File: src/rtl/panda_risc_v_icb_itcm_slave_pkg.sv
// Shared definitions for the ITCM ICB slave: ICB field widths, error encoding,
// default geometry and the response/in-flight record layouts.
package panda_risc_v_icb_itcm_slave_pkg;

  localparam int unsigned ICB_ADDR_W = 32;
  localparam int unsigned ICB_DATA_W = 32;
  localparam int unsigned ICB_MASK_W = 4;

  localparam logic ERR_OK   = 1'b0;
  localparam logic ERR_FAIL = 1'b1;

  localparam int unsigned ITCM_DEPTH_DEFAULT = 8192;
  localparam int unsigned AW_DEFAULT         = $clog2(ITCM_DEPTH_DEFAULT);

  // One queued response: {err, rdata}
  typedef struct packed {
    logic                  err;
    logic [ICB_DATA_W-1:0] rdata;
  } icb_rsp_t;

  localparam int unsigned RSP_W = $bits(icb_rsp_t);

  // Command accepted last cycle whose SRAM read data arrives this cycle
  typedef struct packed {
    logic valid;
    logic is_read;
    logic err;
  } inflight_t;

  // SRAM byte enables for an accepted, in-range command
  function automatic logic [ICB_MASK_W-1:0] sram_wen(input logic                  is_read,
                                                     input logic [ICB_MASK_W-1:0] wmask,
                                                     input logic                  byte_wr);
    logic [ICB_MASK_W-1:0] wen;
    if (is_read)      wen = '0;
    else if (byte_wr) wen = wmask;
    else              wen = {ICB_MASK_W{|wmask}};
    return wen;
  endfunction

endpackage

File: src/rtl/panda_risc_v_icb_itcm_slave_if.sv
// ICB command/response channel between the fetch unit (master) and the ITCM slave.
// Handshake: a channel transfers on a cycle where valid & ready are both high;
// the master holds cmd fields stable while cmd_valid is high and cmd_ready low.
interface panda_risc_v_icb_itcm_slave_if;
  import panda_risc_v_icb_itcm_slave_pkg::*;

  logic [ICB_ADDR_W-1:0] s_icb_cmd_addr;
  logic                  s_icb_cmd_read;
  logic [ICB_DATA_W-1:0] s_icb_cmd_wdata;
  logic [ICB_MASK_W-1:0] s_icb_cmd_wmask;
  logic                  s_icb_cmd_valid;
  logic                  s_icb_cmd_ready;
  logic [ICB_DATA_W-1:0] s_icb_rsp_rdata;
  logic                  s_icb_rsp_err;
  logic                  s_icb_rsp_valid;
  logic                  s_icb_rsp_ready;

  modport master (
    output s_icb_cmd_addr, s_icb_cmd_read, s_icb_cmd_wdata, s_icb_cmd_wmask, s_icb_cmd_valid,
    input  s_icb_cmd_ready,
    input  s_icb_rsp_rdata, s_icb_rsp_err, s_icb_rsp_valid,
    output s_icb_rsp_ready
  );

  modport slave (
    input  s_icb_cmd_addr, s_icb_cmd_read, s_icb_cmd_wdata, s_icb_cmd_wmask, s_icb_cmd_valid,
    output s_icb_cmd_ready,
    output s_icb_rsp_rdata, s_icb_rsp_err, s_icb_rsp_valid,
    input  s_icb_rsp_ready
  );

endinterface

File: src/rtl/panda_risc_v_icb_itcm_slave_rsp_fifo.sv
// Two-entry response FIFO. A pop and a push in the same cycle while full are
// both honoured (the pop frees the slot the push takes).
module panda_risc_v_icb_rsp_fifo
  import panda_risc_v_icb_itcm_slave_pkg::*;
#(
  parameter int unsigned W = RSP_W
) (
  input  logic         clk_i,
  input  logic         rst_n_i,
  input  logic         push_i,
  input  logic [W-1:0] push_data_i,
  input  logic         pop_i,
  output logic [W-1:0] head_o,
  output logic         full_o,
  output logic         empty_o,
  output logic [1:0]   cnt_o
);

  logic [W-1:0] mem_q [2];
  logic [W-1:0] mem_d [2];
  logic         wr_ptr_q, wr_ptr_d;
  logic         rd_ptr_q, rd_ptr_d;
  logic [1:0]   cnt_q, cnt_d;
  logic         do_push, do_pop;

  assign empty_o = (cnt_q == 2'd0);
  assign full_o  = (cnt_q == 2'd2);
  assign cnt_o   = cnt_q;
  // Empty FIFO presents zeros rather than a stale entry
  assign head_o  = empty_o ? '0 : mem_q[rd_ptr_q];

  assign do_pop  = pop_i & ~empty_o;
  assign do_push = push_i & (~full_o | do_pop);

  always_comb begin
    mem_d    = mem_q;
    wr_ptr_d = wr_ptr_q;
    rd_ptr_d = rd_ptr_q;
    cnt_d    = cnt_q + {1'b0, do_push} - {1'b0, do_pop};
    if (do_push) begin
      mem_d[wr_ptr_q] = push_data_i;
      wr_ptr_d        = ~wr_ptr_q;
    end
    if (do_pop) begin
      rd_ptr_d = ~rd_ptr_q;
    end
  end

  always_ff @(posedge clk_i or negedge rst_n_i) begin
    if (!rst_n_i) begin
      mem_q[0] <= '0;
      mem_q[1] <= '0;
      wr_ptr_q <= 1'b0;
      rd_ptr_q <= 1'b0;
      cnt_q    <= 2'd0;
    end else begin
      mem_q[0] <= mem_d[0];
      mem_q[1] <= mem_d[1];
      wr_ptr_q <= wr_ptr_d;
      rd_ptr_q <= rd_ptr_d;
      cnt_q    <= cnt_d;
    end
  end

endmodule

File: src/rtl/panda_risc_v_icb_itcm_slave.sv
// ICB slave front-end for the ITCM: turns accepted commands into single-port
// SRAM accesses and returns in-order responses through a 2-entry FIFO.
module panda_risc_v_icb_itcm_slave
  import panda_risc_v_icb_itcm_slave_pkg::*;
#(
  parameter int unsigned  itcm_mem_depth = ITCM_DEPTH_DEFAULT,
  parameter logic [31:0]  itcm_base_addr = 32'h0000_0000,
  parameter string        en_byte_write  = "true",
  localparam int unsigned AW             = $clog2(itcm_mem_depth)
) (
  input  logic                  clk,
  input  logic                  resetn,
  panda_risc_v_icb_itcm_slave_if.slave s_icb,
  output logic                  bram_en,
  output logic [ICB_MASK_W-1:0] bram_wen,
  output logic [AW-1:0]         bram_addr,
  output logic [ICB_DATA_W-1:0] bram_din,
  input  logic [ICB_DATA_W-1:0] bram_dout
);

  localparam bit          BYTE_WR   = (en_byte_write == "true");
  localparam logic [32:0] WIN_BYTES = 33'(itcm_mem_depth) << 2;

  logic [ICB_ADDR_W-1:0] offset;
  logic                  in_range;
  logic                  cmd_fire;
  logic                  rsp_fire;
  logic [1:0]            credits;

  inflight_t inflight_q, inflight_d;

  icb_rsp_t   push_rsp;
  icb_rsp_t   head_rsp;
  logic       fifo_full;
  logic       fifo_empty;
  logic [1:0] fifo_cnt;

  // Offset wraps for addresses below the base, which lands them out of range
  assign offset   = s_icb.s_icb_cmd_addr - itcm_base_addr;
  assign in_range = ({1'b0, offset} < WIN_BYTES);

  assign rsp_fire = s_icb.s_icb_rsp_valid & s_icb.s_icb_rsp_ready;
  // Every accepted command owns a FIFO slot before it is accepted, so pushes never stall
  assign credits  = fifo_cnt + {1'b0, inflight_q.valid};
  assign s_icb.s_icb_cmd_ready = (credits < 2'd2) | rsp_fire;
  assign cmd_fire = s_icb.s_icb_cmd_valid & s_icb.s_icb_cmd_ready;

  always_comb begin
    bram_en   = 1'b0;
    bram_wen  = '0;
    bram_addr = offset[2 +: AW];
    bram_din  = s_icb.s_icb_cmd_wdata;
    if (cmd_fire && in_range) begin
      bram_en  = 1'b1;
      bram_wen = sram_wen(s_icb.s_icb_cmd_read, s_icb.s_icb_cmd_wmask, BYTE_WR);
    end
  end

  always_comb begin
    inflight_d.valid   = cmd_fire;
    inflight_d.is_read = s_icb.s_icb_cmd_read;
    inflight_d.err     = in_range ? ERR_OK : ERR_FAIL;
  end

  always_ff @(posedge clk or negedge resetn) begin
    if (!resetn) begin
      inflight_q <= '0;
    end else begin
      inflight_q <= inflight_d;
    end
  end

  // SRAM data is valid exactly one cycle after the enable, i.e. while inflight is set
  always_comb begin
    push_rsp.err   = inflight_q.err;
    push_rsp.rdata = (inflight_q.is_read && !inflight_q.err) ? bram_dout : '0;
  end

  panda_risc_v_icb_rsp_fifo #(
    .W (RSP_W)
  ) u_rsp_fifo (
    .clk_i       (clk),
    .rst_n_i     (resetn),
    .push_i      (inflight_q.valid),
    .push_data_i (push_rsp),
    .pop_i       (rsp_fire),
    .head_o      (head_rsp),
    .full_o      (fifo_full),
    .empty_o     (fifo_empty),
    .cnt_o       (fifo_cnt)
  );

  assign s_icb.s_icb_rsp_valid = ~fifo_empty;
  assign s_icb.s_icb_rsp_rdata = head_rsp.rdata;
  assign s_icb.s_icb_rsp_err   = head_rsp.err;

  a_no_overflow : assert property (@(posedge clk) disable iff (!resetn)
                                   !(inflight_q.valid && fifo_full && !rsp_fire));

endmodule
File: src/flat_wrapper.sv
// flat-port wrapper written by rule: the top's interface ports become plain ports
module panda_risc_v_icb_itcm_slave_flat import panda_risc_v_icb_itcm_slave_pkg::*;
#(
  parameter int unsigned  itcm_mem_depth = ITCM_DEPTH_DEFAULT,
  parameter logic [31:0]  itcm_base_addr = 32'h0000_0000,
  parameter string        en_byte_write  = "    ",
  localparam int unsigned AW             = $clog2(itcm_mem_depth)
)
  (clk, resetn, bram_en, bram_wen, bram_addr, bram_din, bram_dout, s_icb_s_icb_cmd_addr, s_icb_s_icb_cmd_read, s_icb_s_icb_cmd_wdata, s_icb_s_icb_cmd_wmask, s_icb_s_icb_cmd_valid, s_icb_s_icb_cmd_ready, s_icb_s_icb_rsp_rdata, s_icb_s_icb_rsp_err, s_icb_s_icb_rsp_valid, s_icb_s_icb_rsp_ready);
  panda_risc_v_icb_itcm_slave_if s_icb_i ();
  input  logic clk;
  input  logic resetn;
  output logic bram_en;
  output logic [ICB_MASK_W-1:0] bram_wen;
  output logic [AW-1:0] bram_addr;
  output logic [ICB_DATA_W-1:0] bram_din;
  input  logic [ICB_DATA_W-1:0] bram_dout;
  input wire logic [$bits(s_icb_i.s_icb_cmd_addr)-1:0] s_icb_s_icb_cmd_addr;
  input wire logic [$bits(s_icb_i.s_icb_cmd_read)-1:0] s_icb_s_icb_cmd_read;
  input wire logic [$bits(s_icb_i.s_icb_cmd_wdata)-1:0] s_icb_s_icb_cmd_wdata;
  input wire logic [$bits(s_icb_i.s_icb_cmd_wmask)-1:0] s_icb_s_icb_cmd_wmask;
  input wire logic [$bits(s_icb_i.s_icb_cmd_valid)-1:0] s_icb_s_icb_cmd_valid;
  output wire logic [$bits(s_icb_i.s_icb_cmd_ready)-1:0] s_icb_s_icb_cmd_ready;
  output wire logic [$bits(s_icb_i.s_icb_rsp_rdata)-1:0] s_icb_s_icb_rsp_rdata;
  output wire logic [$bits(s_icb_i.s_icb_rsp_err)-1:0] s_icb_s_icb_rsp_err;
  output wire logic [$bits(s_icb_i.s_icb_rsp_valid)-1:0] s_icb_s_icb_rsp_valid;
  input wire logic [$bits(s_icb_i.s_icb_rsp_ready)-1:0] s_icb_s_icb_rsp_ready;
  assign s_icb_i.s_icb_cmd_addr = s_icb_s_icb_cmd_addr;
  assign s_icb_i.s_icb_cmd_read = s_icb_s_icb_cmd_read;
  assign s_icb_i.s_icb_cmd_wdata = s_icb_s_icb_cmd_wdata;
  assign s_icb_i.s_icb_cmd_wmask = s_icb_s_icb_cmd_wmask;
  assign s_icb_i.s_icb_cmd_valid = s_icb_s_icb_cmd_valid;
  assign s_icb_s_icb_cmd_ready = s_icb_i.s_icb_cmd_ready;
  assign s_icb_s_icb_rsp_rdata = s_icb_i.s_icb_rsp_rdata;
  assign s_icb_s_icb_rsp_err = s_icb_i.s_icb_rsp_err;
  assign s_icb_s_icb_rsp_valid = s_icb_i.s_icb_rsp_valid;
  assign s_icb_i.s_icb_rsp_ready = s_icb_s_icb_rsp_ready;
  panda_risc_v_icb_itcm_slave #(.itcm_mem_depth(itcm_mem_depth), .itcm_base_addr(itcm_base_addr), .en_byte_write(en_byte_write)) u_core (.clk(clk), .resetn(resetn), .s_icb(s_icb_i), .bram_en(bram_en), .bram_wen(bram_wen), .bram_addr(bram_addr), .bram_din(bram_din), .bram_dout(bram_dout));
endmodule
File: config.mk
export PLATFORM = sky130hd
export DESIGN_NAME = panda_risc_v_icb_itcm_slave_flat
export DESIGN_NICKNAME = d
export VERILOG_FILES = /design/src/rtl/panda_risc_v_icb_itcm_slave_pkg.sv /design/src/rtl/panda_risc_v_icb_itcm_slave_if.sv /design/src/rtl/panda_risc_v_icb_itcm_slave_rsp_fifo.sv /design/src/rtl/panda_risc_v_icb_itcm_slave.sv /design/src/flat_wrapper.sv
export SDC_FILE = /design/constraint.sdc
export NUM_CORES = 1
export LEC_CHECK = 0
export ABC_AREA = 1
export CAP_MARGIN = 20
export CELL_PAD_IN_SITES_DETAIL_PLACEMENT = 0
export CELL_PAD_IN_SITES_GLOBAL_PLACEMENT = 1
export CORE_AREA = 2 2 100 140
export DETAILED_ROUTE_END_ITERATION = 8
export DIE_AREA = 0 0 102 142
export HOLD_SLACK_MARGIN = 0.03
export PLACE_DENSITY_LB_ADDON = 0.25
export SETUP_SLACK_MARGIN = 0.05
export SYNTH_ARGS = -nofsm -noshare
export SYNTH_HDL_FRONTEND = slang
export SYNTH_SLANG_ARGS = --single-unit
File: constraint.sdc
create_clock -name clk -period 3.7 [get_ports clk]
set_input_delay 0.74 -clock clk [delete_from_list [all_inputs] [get_ports clk]]
set_output_delay 0.74 -clock clk [all_outputs]
set_load 0.1 [all_outputs]
==> flow_summary_export.csv, run 1 <==
group,metric,value,unit
sta,slew_headroom,34.8,%
cts,cts_inserted_buffers,9,
drt,met3_wirelength,660,microns
drt,wl_per_cell,13.5,microns
drt,vias_per_cell,4.45,
cts,cts_setup_buffers,0,
drt,first_iter_violations,141,
floorplanning,chipHeight,142,microns
grt,gr-total-overflow,0,
cts,postCtsHoldBufs,0,
cts,cts.path.max_buffers,2,
sta,fmax,0.326,GHz
sta,tightest_slew,0.977,ns
drt,wl_met1,4230,microns
pwr,p_leak,2.49,nW
critical_path,reg2reg_depth,7,
grt,grtUsageTotal,14.4,%
yosys,syn_area,4020,sq um
critical_path,r2r-start,"u_core.u_rsp_fifo.cnt_o[0]$_DFF_PN0_",
cts,clock_latency,0.33,ns
pwr,clockPowerShare,19.6,%
floorplanning,die-area,14500,sq um
sta,skew,0.00685,ns
pwr,pwr_density_cell,904,nW/um^2
placed_design,dp_hpwl,6480,microns
sta,post-route-period-util,83.0,%
run,maxCapViolations,0,
pwr,net-switching-power,0.00263,W
floorplanning,initial_core_util,30.3,%
cts,postCtsResizedCells,0,
drt,firstDrtPassIters,6,
sta,period_minus_slack,3.07,ns
cts,cts.sinks,73,
critical_path,critPathCapture,"bram_wen[1]",
grt,grt_first_pass_wirelength,16200,microns
cells_and_area,mostFrequentLayoutCells,"nand2_1 (105), o21ai_0 (74), inv_1 (72), dfrtp_1 (72), clkdlybuf4s50_1 (56)",
pwr,sequentialPowerShare,19.9,%
sta,report.final.slew_viol_count,0,
cts,cts.clk_slew.worst_paths,0.05,ns
cts,ctsHtreeMaxLevel,3,
cells_and_area,final_util,38.1,%
worst_hold_path,hp-class,"reg2reg",
pwr,p_sw_share,57.5,%
critical_path,crit_arrival,2.33,ns
yosys,synth_cell_type_count,27,
cells_and_area,multi_input_area,1410,sq um
yosys,ys_ff_latch,73,
cells_and_area,final_layout_size_suffix_gt1_share,13.8,%
yosys,yosys_warnings,0,
yosys,syn_area_per_cell,7.67,sq um
yosys,yosysSeqAreaShare,45.5,%
critical_path,endpoint_kind,"output port",
drt,ant_nets,0,
floorplanning,placementRows,50,
cells_and_area,final_common_cell,"nand2_1",
cells_and_area,diodes,0,
sta,setup_viol_count_final,0,
sta,rsz0062_at_grt,"false",
critical_path,crit_fanout,4,
placed_design,place_congestion,0.697,
critical_path,reg2reg_to,"u_core.u_rsp_fifo.mem_q[58]$_DFFE_PN0P_",
sta,hold_slack,0.485,ns
grt,grt_max_degree,74,
run_status,outcome,"completed",
drt,drc,0,
yosys,syn-num-nets,631,
floorplanning,pin_count,190,
drt,via_count,3333,
cells_and_area,fin_nets,669,
critical_path,r2r_slack,1.89,ns
pwr,peakVddDrop,422,uV
critical_path,start_kind,"primary input",
critical_path,cp-startpoint,"s_icb_s_icb_cmd_addr[31]",
cts,clock-root-buffer,"clkbuf_16",
critical_path,setup.worst_path.class,"in2out",
floorplanning,die_x,102,microns
grt,grt_antenna_before_repair,0,
cts,cts_tree,"yes",
drt,wl,10100,microns
drt,highest_layer,"met4",
sta,hold_viol,0,
cells_and_area,area_growth,25.7,%
floorplanning,core,13300,sq um
critical_path,cp_data_required_time,2.96,ns
pwr,total_power,0.00457,W
grt,grt_pass1_vias,3240,
drt,dr_wl_met2,4900,microns
cells_and_area,fillerInstances,1443,
cells_and_area,seqCellArea,1830,sq um
yosys,synthCells,524,
sta,tns,0,ns
placed_design,port-buffer-count,97,
pwr,pwr-share-comb,60.5,%
pwr,p_int,0.00194,W
## stage by stage
stage	instance area [sq um]	cells	setup WS (ns)
after floorplan	4030	524	0.244
after global placement	4740	733	0.611
after detailed placement	4740	733	0.603
after CTS	5050	749	0.593
after global routing	5050	749	0.511
final	5050	749	0.630
## synth_stat cells
master | number | share of area [%]
nand2_1 | 105 | 9.8
o21ai_0 | 74 | 9.2
dfrtp_1 | 73 | 45
inv_1 | 72 | 6.7
buf_4 | 50 | 9.3
nor2_1 | 46 | 4.3
a21oi_1 | 34 | 4.2
o21ai_1 | 18 | 2.2
clkbuf_1 | 13 | 1.2
buf_2 | 8 | 1.0
o21ai_2 | 6 | 1.3
buf_6 | 3 | 0.84
nand3_1 | 3 | 0.37
buf_1 | 2 | 0.19
ha_1 | 2 | 0.62
nor2_4 | 2 | 0.56
nor3_1 | 2 | 0.25
xor2_1 | 2 | 0.44
a21o_1 | 1 | 0.19
buf_8 | 1 | 0.37
clkbuf_2 | 1 | 0.12
inv_2 | 1 | 0.093
nand2_4 | 1 | 0.28
nand3_2 | 1 | 0.25
o21a_1 | 1 | 0.19
or2_2 | 1 | 0.16
xnor2_1 | 1 | 0.22
## worst min-delay path by stage
stage / from / to / slack [ns] / cells past startpoint
4_1_cts: u_core.u_rsp_fifo.mem_q[65]$_DFFE_PN0P_ / u_core.u_rsp_fifo.mem_q[65]$_DFFE_PN0P_ / 0.49 / 1
3_3_place_gp: u_core.u_rsp_fifo.mem_q[65]$_DFFE_PN0P_ / u_core.u_rsp_fifo.mem_q[65]$_DFFE_PN0P_ / 0.47 / 1
2_1_floorplan: resetn / u_core.inflight_q[0]$_DFF_PN0_ / 0.44 / 0
3_5_place_dp: u_core.inflight_q[0]$_DFF_PN0_ / u_core.u_rsp_fifo.mem_q[32]$_DFFE_PN0P_ / 0.48 / 2
6_report: u_core.inflight_q[0]$_DFF_PN0_ / u_core.u_rsp_fifo.mem_q[32]$_DFFE_PN0P_ / 0.48 / 2
5_1_grt: u_core.u_rsp_fifo.mem_q[65]$_DFFE_PN0P_ / u_core.u_rsp_fifo.mem_q[65]$_DFFE_PN0P_ / 0.50 / 1
## registers in the layout (all words and copies together), names as in the netlist
name and count:
u_core.u_rsp_fifo.rd_ptr_q 1, u_core.u_rsp_fifo.mem_q 66, u_core.u_rsp_fifo.wr_ptr_q 1, u_core.inflight_q 3, u_core.u_rsp_fifo.cnt_o 2
## power by group through the flow
stage | clock (W) | combinational, W | sequential [W]
finish | 0.000896 | 0.00276 | 0.000910
CTS | 0.000928 | 0.00279 | 0.000910
floorplan | 0 | 0.00233 | 0.000867
global route | 0.000959 | 0.00289 | 0.000917
detailed placement | 0 | 0.00279 | 0.000925
global placement | 0 | 0.00278 | 0.000925
## routing by layer
layer | GRT usage (%) | up-vias
met1 | 18.0 | 1539
met3 | 3.44 | 33
li1 | - | 1655
met4 | 7.51 | 0
met5 | 0 | -
met2 | 23.0 | 106
## cell families (layout without fill, tap and decap cells)
family,after synthesis,count (layout),share of synthesized area (%)
xor gates and xnor gates,3,3,0.654
adders and majority gates,2,2,0.623
DFF,73,73,45.5
AOI/OAI and AO/OA,134,134,17.4
and+or+nand+nor,161,161,16.0
buffers and inverters,151,194,19.9
## layout make-up
cell class | instances | share of cell area, %
repair buffers | 105 | 19.9
clock buffers | 14 | 5.43
multi-input cells | 300 | 27.9
well taps | 182 | 4.51
clock inverters | 2 | 0.694
inverters | 73 | 5.43
flip-flops and latches | 73 | 36.2
## critical path, stage by stage
cell,delay [ns]
clkdlybuf4s50_1,0.39
or2_2,0.28
nor2_1,0.11
nand3_1,0.17
nor3_4,0.40
buf_12,0.24
(Power assumes the default switching activity.)
==> run 2: changes to the inputs <==
Settings changed: CORE_AREA 2 2 100 140 to 2 2 103 145, DIE_AREA 0 0 102 142 to 0 0 105 147.
Clock period 3.7 ns to 3.2 ns, I/O delays scaled along.
==> run 2 against run 1 <==
  * Non-clock buffer count rose by 2
  * Final area is 9.2% higher
  * Die area grew 6.6%
  * Clock skew fell by 0.0031 ns
  * Count of clock-buffer cells in the layout unchanged
  * Core utilization up 0.81 points
  * Clock power increased by 15%
  * Critical path depth unchanged
  * Power up 32%
  * Via count up 0.63%
  * Global-route usage is 0.80 points lower
  * Register-to-register slack worse by 0.50 ns
  * Critical path type unchanged
  * Largest power group unchanged
  * Highest routed layer unchanged
==> flow_summary_export.csv, run 2 (synthesis gave the netlist of run 1 again) <==
group,metric,value,unit
placed_design,port-buffer-count,97,
cells_and_area,mostFrequentLayoutCells,"nand2_1 (105), o21ai_0 (74), inv_1 (72), dfrtp_1 (72), clkdlybuf4s50_1 (56)",
drt,via_count,3354,
cells_and_area,largest_register,"u_core.u_rsp_fifo.mem_q",
placed_design,place_congestion,0.737,
floorplanning,initial_core_util,28.3,%
pwr,pwr_density_cell,1090,nW/um^2
cells_and_area,fillerInstances,1508,
critical_path,cp_data_required_time,2.56,ns
drt,vias_per_cell,4.42,
floorplanning,placementRows,52,
sta,rsz0062_at_grt,"false",
critical_path,crit_arrival,2.20,ns
cells_and_area,final_layout_size_suffix_gt1_share,15.6,%
grt,gr-total-overflow,0,
drt,first_iter_violations,90,
grt,grt_first_pass_wirelength,16700,microns
cts,postCtsResizedCells,0,
sta,slew_headroom,36.0,%
drt,ant_nets,0,
cts,cts_tree,"yes",
floorplanning,chipHeight,147,microns
grt,grtUsageTotal,13.6,%
cells_and_area,multi_input_area,1450,sq um
sta,skew,0.00374,ns
drt,drc,0,
cells_and_area,diodes,0,
sta,report.final.slew_viol_count,0,
cts,ctsHtreeMaxLevel,3,
run,maxCapViolations,0,
sta,tns,0,ns
sta,setup_viol_count_final,0,
pwr,p_leak,2.61,nW
worst_hold_path,hp-class,"in2async",
cts,postCtsHoldBufs,0,
sta,hold_viol,0,
critical_path,endpoint_kind,"output port",
sta,tightest_slew,0.961,ns
placed_design,place_area,5210,sq um
cts,cts.path.max_buffers,2,
critical_path,start_kind,"primary input",
cells_and_area,seqCellArea,1830,sq um
sta,post-route-period-util,88.8,%
cells_and_area,area_growth,37.3,%
cts,cts_setup_buffers,0,
drt,highest_layer,"met4",
cts,cts.sinks,73,
drt,wl,10300,microns
placed_design,dp_hpwl,6970,microns
floorplanning,die-area,15400,sq um
cts,cts_inserted_buffers,9,
cells_and_area,fin_area,5520,sq um
cts,cts.clk_slew.worst_paths,0.05,ns
floorplanning,die_x,105,microns
floorplanning,pin_count,190,
drt,met3_wirelength,522,microns
cells_and_area,largest_reg_flops,66,
sta,period_minus_slack,2.84,ns
drt,wl_met1,4250,microns
floorplanning,core,14200,sq um
cts,clock-root-buffer,"clkbuf_16",
run_status,outcome,"completed",
grt,grt_pass1_vias,3444,
drt,wl_per_cell,13.5,microns
cells_and_area,fin_nets,671,
cts,clock_latency,0.33,ns
grt,grt_antenna_before_repair,0,
drt,dr_wl_met2,5180,microns
critical_path,setup.worst_path.class,"in2out",
critical_path,crit_fanout,4,
drt,firstDrtPassIters,4,
sta,fmax,0.352,GHz
pwr,peakVddDrop,485,uV
cells_and_area,final_common_cell,"nand2_1",
grt,grt_max_degree,74,
run 2: cell count changes in the layout (fill, tap and decap cells not counted), sizes merged:
cell / delta
buf: +2
run 2: where the power goes:
part / internal (W) / switching, W / total, W
Combinational: 0.00121 / 0.00266 / 0.00388
Sequential: 0.000961 / 0.000145 / 0.00111
Clock: 0.000666 / 0.000364 / 0.00103
Total: 0.00284 / 0.00317 / 0.00601
run 2: cell type report:
cell class                      count  area share, %
Multi-Input combinational cell    300           26.3
Clock inverter                      2          0.635
Sequential cell                    73           33.1
Inverter                           73           4.97
Timing Repair Buffer              107           25.7
Tap cell                          189           4.29
Clock buffer                       14           4.97
run 2: worst paths after layout:
| kind | startpoint | cells after the start | endpoint | slack [ns] |
|---|---|---|---|---|
| hold / removal | resetn | 1 | u_core.u_rsp_fifo.mem_q[19]$_DFFE_PN0P_ | 0.46 |
| min in group clk | u_core.u_rsp_fifo.mem_q[50]$_DFFE_PN0P_ | 2 | u_core.u_rsp_fifo.mem_q[50]$_DFFE_PN0P_ | 0.49 |
| setup / recovery | s_icb_s_icb_cmd_addr[31] | 6 | bram_wen[1] | 0.36 |
| setup reg to reg | u_core.u_rsp_fifo.cnt_o[0]$_DFF_PN0_ | 8 | u_core.u_rsp_fifo.cnt_o[1]$_DFF_PN0_ | 1.39 |
| max in group asynchronous | resetn | 1 | u_core.u_rsp_fifo.rd_ptr_q$_DFFE_PN0P_ | 2.06 |
| hold reg to reg | u_core.u_rsp_fifo.mem_q[50]$_DFFE_PN0P_ | 2 | u_core.u_rsp_fifo.mem_q[50]$_DFFE_PN0P_ | 0.49 |
run 2: per-stage QoR:
step                hold slack (ns)  instances  total power, W  setup WS, ns  utilization [%]
global placement              0.468        742         0.00502         0.345             36.7
floorplan                     0.344        524         0.00375        0.0694                -
CTS                           0.494        758         0.00609         0.331             38.9
finish                        0.457        758         0.00601         0.358             38.9
global route                  0.518        758         0.00624         0.250             38.9
detailed placement            0.481        742         0.00503         0.339             36.7
run 2: routing by layer:
layer | global-route usage [%] | vias to the layer above
met5 | 0 | -
met4 | 7.60 | 0
met3 | 3.15 | 31
met2 | 23.1 | 100
met1 | 15.8 | 1558
li1 | - | 1665
run 2: critical path, cell delays in order:
cell	delay, ns
clkdlybuf4s50_1	0.39
or2_2	0.28
nor2_1	0.10
nand3_1	0.16
nor3_4	0.39
buf_12	0.23
